--- src/rtl/io_buttons.sv ---
// io_buttons: debounced push-button slave on the I/O bus.
// Raw buttons are synchronized and debounced. Press events are latched in
// sticky bits, counted in an 8-bit counter and masked onto a level interrupt.
// A three-state handshake FSM (IDLE/ACK/RELEASE) gives exactly one ready
// pulse per request.
module io_buttons #(
  parameter int N_BUTTONS       = 8,
  parameter int DEBOUNCE_CYCLES = 50000,
  parameter int ADDR_WIDTH      = 4,
  parameter int DATA_WIDTH      = 32
) (
  input  logic                  clk,
  input  logic                  rst,
  input  logic [N_BUTTONS-1:0]  buttons,
  input  logic [ADDR_WIDTH-1:0] addr,
  input  logic [DATA_WIDTH-1:0] wdata,
  output logic [DATA_WIDTH-1:0] rdata,
  input  logic                  read,
  input  logic                  write,
  output logic                  ready,
  output logic                  irq
);

  localparam int CW = $clog2(DEBOUNCE_CYCLES + 1);
  // The counter value at which one more mismatching cycle accepts the new level.
  localparam logic [CW-1:0] CNT_LAST = CW'(DEBOUNCE_CYCLES - 1);

  typedef enum logic [1:0] {S_IDLE, S_ACK, S_REL} state_t;

  logic [N_BUTTONS-1:0]         sync1_q, sync2_q;
  logic [N_BUTTONS-1:0]         stable_q, stable_d;
  logic [N_BUTTONS-1:0][CW-1:0] cnt_q, cnt_d;
  logic [N_BUTTONS-1:0]         rise;
  logic [N_BUTTONS-1:0]         event_q, event_d, ev_clr;
  logic [N_BUTTONS-1:0]         irq_en_q;
  logic [7:0]                   count_q, count_d, inc;
  logic                         cnt_clr, en_wr, wr_ack;

  state_t                       state_q;
  logic [ADDR_WIDTH-1:0]        cap_addr_q;
  logic [N_BUTTONS-1:0]         cap_wdata_q;
  logic                         cap_wr_q;
  logic                         ready_q, irq_q;
  logic [DATA_WIDTH-1:0]        rdata_q, rd_val;

  // Only the low N_BUTTONS bits of wdata carry information for any register.
  logic unused_wdata;
  assign unused_wdata = ^wdata;

  // Debounce: a level is accepted only after DEBOUNCE_CYCLES consecutive mismatches.
  always_comb begin
    stable_d = stable_q;
    cnt_d    = cnt_q;
    for (int i = 0; i < N_BUTTONS; i++) begin
      if (sync2_q[i] == stable_q[i]) begin
        cnt_d[i] = '0;
      end else if (cnt_q[i] == CNT_LAST) begin
        stable_d[i] = sync2_q[i];
        cnt_d[i]    = '0;
      end else begin
        cnt_d[i] = cnt_q[i] + CW'(1);
      end
    end
  end

  assign rise = stable_d & ~stable_q;

  // Number of buttons whose debounced level rises this cycle.
  always_comb begin
    inc = '0;
    for (int i = 0; i < N_BUTTONS; i++) inc = inc + 8'(rise[i]);
  end

  // Bus writes land at the end of the ACK cycle; a new press beats a clear.
  always_comb begin
    wr_ack  = (state_q == S_ACK) && cap_wr_q;
    ev_clr  = (wr_ack && cap_addr_q == ADDR_WIDTH'(1)) ? cap_wdata_q : '0;
    cnt_clr = wr_ack && (cap_addr_q == ADDR_WIDTH'(2));
    en_wr   = wr_ack && (cap_addr_q == ADDR_WIDTH'(3));
    event_d = (event_q & ~ev_clr) | rise;
    count_d = (cnt_clr ? 8'd0 : count_q) + inc;
  end

  // Register read mux, sampled into rdata_q when a request is captured.
  always_comb begin
    rd_val = '0;
    case (addr)
      ADDR_WIDTH'(0): rd_val[N_BUTTONS-1:0] = stable_q;
      ADDR_WIDTH'(1): rd_val[N_BUTTONS-1:0] = event_q;
      ADDR_WIDTH'(2): rd_val[7:0]           = count_q;
      ADDR_WIDTH'(3): rd_val[N_BUTTONS-1:0] = irq_en_q;
      default:        rd_val                = '0;
    endcase
  end

  // Synchronizer, debounce state and the software-visible registers.
  always_ff @(posedge clk) begin
    if (rst) begin
      sync1_q  <= '0;
      sync2_q  <= '0;
      stable_q <= '0;
      cnt_q    <= '0;
      event_q  <= '0;
      count_q  <= '0;
      irq_en_q <= '0;
    end else begin
      sync1_q  <= buttons;
      sync2_q  <= sync1_q;
      stable_q <= stable_d;
      cnt_q    <= cnt_d;
      event_q  <= event_d;
      count_q  <= count_d;
      if (en_wr) irq_en_q <= cap_wdata_q;
    end
  end

  // Interrupt level is registered from the current event and mask registers.
  always_ff @(posedge clk) begin
    if (rst) irq_q <= 1'b0;
    else     irq_q <= |(event_q & irq_en_q);
  end

  // Handshake FSM: capture, one-cycle ack, then wait for the request to drop.
  always_ff @(posedge clk) begin
    if (rst) begin
      state_q     <= S_IDLE;
      ready_q     <= 1'b0;
      rdata_q     <= '0;
      cap_addr_q  <= '0;
      cap_wdata_q <= '0;
      cap_wr_q    <= 1'b0;
    end else begin
      case (state_q)
        S_IDLE: begin
          ready_q <= 1'b0;
          if (read || write) begin
            cap_addr_q  <= addr;
            cap_wdata_q <= wdata[N_BUTTONS-1:0];
            cap_wr_q    <= write;
            rdata_q     <= write ? '0 : rd_val;
            ready_q     <= 1'b1;
            state_q     <= S_ACK;
          end
        end
        S_ACK: begin
          ready_q <= 1'b0;
          rdata_q <= '0;
          state_q <= S_REL;
        end
        S_REL: begin
          if (!read && !write) state_q <= S_IDLE;
        end
        default: state_q <= S_IDLE;
      endcase
    end
  end

  assign rdata = rdata_q;
  assign ready = ready_q;
  assign irq   = irq_q;

endmodule

--- config.mk ---
export PLATFORM = sky130hd
export DESIGN_NAME = io_buttons
export DESIGN_NICKNAME = d
export VERILOG_FILES = /design/src/rtl/io_buttons.sv
export SDC_FILE = /design/constraint.sdc
export NUM_CORES = 1
export LEC_CHECK = 0
export ABC_AREA = 1
export CORE_MARGIN = 2
export CORE_UTILIZATION = 23
export CTS_CLUSTER_SIZE = 16
export DETAILED_ROUTE_END_ITERATION = 12
export GPL_TIMING_DRIVEN = 0
export SYNTH_ARGS = -nofsm -noshare
export SYNTH_HDL_FRONTEND = slang
export SYNTH_SLANG_ARGS = --single-unit
export TNS_END_PERCENT = 50
--- constraint.sdc ---
create_clock -name clk -period 5.48 [get_ports clk]
set_input_delay 0.548 -clock clk [delete_from_list [all_inputs] [get_ports clk]]
set_output_delay 0.548 -clock clk [all_outputs]
set_load 0.02 [all_outputs]
# Word-level counts from Yosys, hierarchy flattened
# Index checks and enable logic that the tools add are counted.
# Widths: inputs -> output; s select.
[totals] inputBits=48 register_bits=225 elab_cells=119
[op_classes] n_bitwise=6 addsub=16 eq_ne=26 n_reduce_logical=23 n_mux=27
[op_table] cell="$add 16x1->16 const B" n=8
[op_table] cell="$eq 16x16->1 const B" n=8
[op_table] cell="$pmux 32 s2" n=1
[op_table] cell="$mux 32" n=1
[op_table] cell="$pmux 8 s4" n=1
[op_table] cell="$and 8x8->8" n=3
[op_table] cell="$mux 8" n=3
[op_table] cell="$reduce_or 3->1" n=8
[op_table] cell="$mux 1" n=17
[op_table] cell="$eq 4x2->1 const B" n=4
[op_table] cell="$not 8->8" n=2
[op_table] cell="$add 7x1->8" n=1
[op_table] cell="$add 8x8->8" n=1
[op_table] cell="$eq 1x1->1" n=8
[op_table] cell="$eq 4x1->1 const B" n=2
[op_table] cell="$or 8x8->8" n=1
[op_table] cell="$reduce_or 8->1" n=1
[op_table] cell="$add 6x1->7" n=1
[op_table] cell="$add 5x1->6" n=1
[op_table] cell="$pmux 2 s3" n=1
[op_table] cell="$reduce_and 2->1" n=3
[op_table] cell="$add 4x1->5" n=1
[op_table] cell="$logic_and 1x1->1" n=5
[op_table] cell="$add 3x1->4" n=1
[op_table] cell="other kinds (12)" n=15

# Longest topological paths before layout
[logic_depth] word_depth=12 depth_mapped=21

# Least setup slack after synthesis
# No wires, ideal clock.
[synth_path] path_type="reg-to-reg" start="register cnt_q[16] in the netlist's numbering" end="register count_q[6]" setup_time_ns=0.113 t_arrival_ns=3.958 n_path_buf=0 path_stages_with_launch=21 required_time_ns=5.367 synth_period_minus_slack_ns=4.071 setup_slack_ns=1.409 path_cell_list="dfxtp_1 > ha_1 > nand2_1 > nor2_2 > inv_2 > nor2_1 > inv_1 > nor4_1 > nand3_1 > fa_1 > fa_1 > inv_1 > fa_1 > fa_1 > fa_1 > nand3_1 > nand3_1 > nand3_1 > nand2_1 > nand2_1 > nor2_1"
[synth_via] elab_chain_cells=12
[synth_rtl] element="start, declared" line_no="32" source="logic [N_BUTTONS-1:0][CW-1:0] cnt_q, cnt_d;"
[synth_rtl] element="start signal, assigned" line_no="110" source="cnt_q <= cnt_d;"
[synth_rtl] element="$eq 16x16->1" line_no="57" source="end else if (cnt_q[i] == CNT_LAST) begin"
[synth_rtl] element="$mux 1" line_no="57"
[synth_rtl] element="$mux 1" line_no="55" source="if (sync2_q[i] == stable_q[i]) begin"
[synth_rtl] element="$and 8x8->8" line_no="66" source="assign rise = stable_d & ~stable_q;"
[synth_rtl] element="$add 1x1->2" line_no="71" source="for (int i = 0; i < N_BUTTONS; i++) inc = inc + 8'(rise[i]);"
[synth_rtl] element="$add 2x1->3" line_no="71"
[synth_rtl] element="$add 3x1->4" line_no="71"
[synth_rtl] element="$add 4x1->5" line_no="71"
[synth_rtl] element="$add 5x1->6" line_no="71"
[synth_rtl] element="$add 6x1->7" line_no="71"
[synth_rtl] element="$add 7x1->8" line_no="71"
[synth_rtl] element="$add 8x8->8" line_no="81" source="count_d = (cnt_clr ? 8'd0 : count_q) + inc;"
[synth_rtl] element="end signal, assigned" line_no="112" source="count_q <= count_d;"
[synth_rtl] element="end, declared" line_no="36" source="logic [7:0] count_q, count_d, inc;"
# No other way between the ends.
# A chain may end at the register's enable or synchronous reset.

# Worst setup path after layout
# Ends and elaborated chain as after synthesis.

==> metrics.md <==
| Metric | Value |
|---|---|
| Status | finished, final reports clean |
| Filler cell count | 4693 |
| Port bufs | 31 |
| # IOs | 82 |
| F_max | 0.2173 GHz |
| Worst slew pin tran | 0.7327 ns |
| Design area | 11900 um2 |
| Post-DP HPWL | 18.03 mm |
| Sequential share of the synthesized area | 0.4028 |
| CP Data Required Time | 5.88 ns |
| CTS Buf Count | 23 |
| Gr ovfl total | 0 |
| Routed wire per std cell | 11.66 um |
| Routability Congestion | 0.8801 |
| Worst-Skew Late Latency | 0.51 ns |
| PD cells | 271.6 nW/um2 |
| Post-synthesis compound-gate area fraction | 0.1056 |
| Post-synthesis cell count | 1346 |
| Area leader, netlist | dfxtp_1 |
| Crit. End Element | flip-flop |
| Critical register-to-register path endpoint | count_q[6] |
| Worst-path clk slew | 0.06 ns |
| Clk_skew | 0.01039 ns |
| Prevailing post-synth register cell | dfxtp_1 |
| Hold depth | 2 |
| Top-area cell type share of the netlist area | 0.4028 |
| RR Startpoint | cnt_q[16] |
| CTS root buf | clkbuf_16 |
| Placed inst area | 11120 um2 |
| Row Count | 76 |
| Synth Area in Adders | 0.02756 |
| Critical Path Start Type | flip-flop |
| H-tree Lvls | 1 |
| RSZ-0062 raised after global routing | false |
| Pin count of the biggest net entering global routing | 13 |
| First-pass GRT wire length | 39.32 mm |
| Post-Synth XOR/XNOR Area | 0.02981 |
| Asr flop ratio synth | 0 |
| Crit path time final | 4.603 ns |
| Die area | 45120 um2 |
| Crit path kind | reg2reg |
| DR pass1 iterations | 5 |
| EDFF count, synth | 0 |
| Worst Path Max Fanout | 4 |
| Final period util | 0.8399 |
| Worst hold slack | 0.4102 ns |
| Crit path arrival time | 5.00 ns |
| Max IR drop VDD | 0.0001966 V |
| Leakage | 3.964 nW |
| Reg2reg path depth | 20 |
| Synthesis-to-layout area growth | 19.11% |
| Hold Buf Count CTS | 0 |
| Final Hold Viols | 0 |
| Routed WL | 23.59 mm |
| CTS tree | built |
| Share of post-route cells with drive strength above 1 | 0.1265 |
| Worst hold path class | reg2reg |
| Initial antenna violation count | 0 |
| Post-Synth Simple-Gate Area | 0.3259 |
| Post-CTS Setup Inserts | 0 |
| Vias in the first global route | 8203 |
| Mux cell area share after synthesis | 0 |
| Mapped cell area | 9990 um2 |
| Max Buffers Root-to-Sink | 3 |
| DIE HEIGHT | 212.4 um |
| Antenna Nets Post-Route | 0 |
| Largest family of logic cells by synthesized area | simple AND/OR/NAND/NOR gates |
| Nets | 1492 |
| # clock sinks | 201 |
| Vias per cell | 4.305 |
| Design Power | 0.003232 W |
| Max_slew headroom | 0.5115 |
| Final slew viol count | 0 |
| Syn_area_per_cell | 7.422 um2 |
| Die W | 212.4 um |
| Overall Global Routing Usage | 0.1049 |
| Hold Startpoint | sync1_q[7] |
| Hold endpoint | sync2_q[7] |
| Antenna Cells | 0 |
| Synth cell types | 48 |
| Fin Setup TNS | 0 ns |
| Vias | 8713 |
| Final Setup Violations | 0 |
| Core area | 42980 um2 |
| Yosys synthesis warning count | 0 |
| DRC | 0 |
| #FFs+latches synth | 201 |
| Maxcap violations | 0 |
| Initial cell density of the core | 0.2324 |
| R2r setup slk | 0.88 ns |
| Cts repair resizes | 0 |
| Main area contributors after synthesis | dfxtp_1 40%, nand2_1 7.3%, inv_1 6.7% |
| DRT iter0 DRCs | 554 |
==> critical path, cell delays in order, from the launching register on <==
cell     delay (ns)
dfxtp_1        0.36
ha_1           0.17
nand2_1        0.09
nor2_2         0.12
inv_2          0.07
nor2_1         0.09
inv_1          0.06
nor4_1         0.24
nand3_1        0.26
fa_1           0.54
fa_1           0.54
inv_1          0.05
fa_1           0.50
fa_1           0.48
fa_1           0.42
nand3_1        0.11
nand3_1        0.12
nand3_1        0.13
nand2_1        0.06
nand2_1        0.05
nor2_1         0.04
==> Yosys cell counts (all sizes together), types with 2 or more instances <==
cell type	number
a211oi	3
a21oi	106
a221oi	2
buf	45
clkbuf	4
dfxtp	201
fa	5
ha	14
inv	191
nand2	211
nand3	91
nand3b	4
nand4	63
nor2	188
nor3	70
nor3b	8
nor4	5
o21ai	78
o21bai	2
or2	16
xnor2	10
xor2	24
==> layer usage <==
metal  vias up  global-route usage  routed length [um]
met2       168              0.1762               10760
met4         0             0.03521                 656
li1       4531                   -                   -
met5         -                   0                   0
met3        43             0.01344                1102
met1      3971              0.1386               11080
==> cells by family after synthesis <==
family / count (synthesis)
adders and majority gates: 19
AOI/OAI and AO/OA: 194
and+or+nand+nor: 656
xor gates and xnor gates: 34
buffers and inverters: 241
other: 1
DFF: 201
==> state kept, by name (all words and copies together), names as in the netlist, 2 cells and up <==
| register | cells |
|---|---|
| cnt_q | 128 |
| cap_wdata_q | 8 |
| count_q | 8 |
| event_q | 8 |
| irq_en_q | 8 |
| rdata | 8 |
| stable_q | 8 |
| sync1_q | 8 |
| sync2_q | 8 |
| cap_addr_q | 4 |
| state_q | 2 |
==> cell type report <==
cell class	instances	area [um2]	share of cell area
inverters	192	720.7	0.06057
clock inverters	6	107.6	0.009043
multi-input cells	927	4974	0.4180
flip-flops and latches	201	4024	0.3382
repair buffers	31	310.3	0.02608
plain buffers	49	357.8	0.03007
well taps	585	732.0	0.06151
clock buffers	33	673.1	0.05657
==> how the worst max path moves through the flow <==
stage              start          to  slack, ns  cells after the start
6_report       cnt_q[16]  count_q[6]       0.88                     20
5_1_grt        cnt_q[16]  count_q[6]       0.52                     20
4_1_cts        cnt_q[16]  count_q[6]       0.87                     20
3_5_place_dp   cnt_q[16]  count_q[6]       0.88                     20
3_3_place_gp   cnt_q[16]  count_q[6]       0.92                     20
2_1_floorplan  cnt_q[16]  count_q[6]       1.41                     20
==> layout by cell type, fill, tap and decap left out, types with 4 or more instances in the layout <==
cell type,netlist,routed
nor3_2,14,14
fa_1,5,5
o21ai_0,64,64
o21ai_2,4,4
a21oi_1,95,95
buf_2,6,6
nor3b_1,4,4
nor2_4,8,8
inv_2,14,14
buf_6,6,6
dfxtp_1,201,201
o21ai_1,10,10
nand2_1,193,193
clkbuf_16,0,23
nor3_1,56,56
inv_1,177,177
xnor2_1,10,10
clkbuf_8,0,6
a21oi_2,11,11
nand3b_1,4,4
xor2_1,24,24
nand2_2,16,16
conb_1,1,24
nor2_1,160,160
clkbuf_1,4,8
buf_4,28,28
nor4_1,5,5
nand3_2,7,7
nand3_1,82,82
nand4_1,61,61
buf_1,4,4
clkdlybuf4s50_1,0,31
nor2_2,20,20
or2_0,11,11
ha_1,14,14
==> metrics by stage <==
step           instances  setup WS (ns)  utilization
3_5_place_dp        1985         0.8837       0.2587
5_1_grt             2024         0.5177       0.2768
2_1_floorplan       1369          1.409            -
3_3_place_gp        1985         0.9182       0.2587
4_1_cts             2024         0.8657       0.2768
6_report            2024         0.8773       0.2768
==> power by group <==
group | switching (W) | internal [W]
combinational | 0.0000990 | 0.0000538
clock | 0.000595 | 0.000988
sequential | 0.0000138 | 0.00148
No activity file was read; power rests on OpenSTA's default activity.
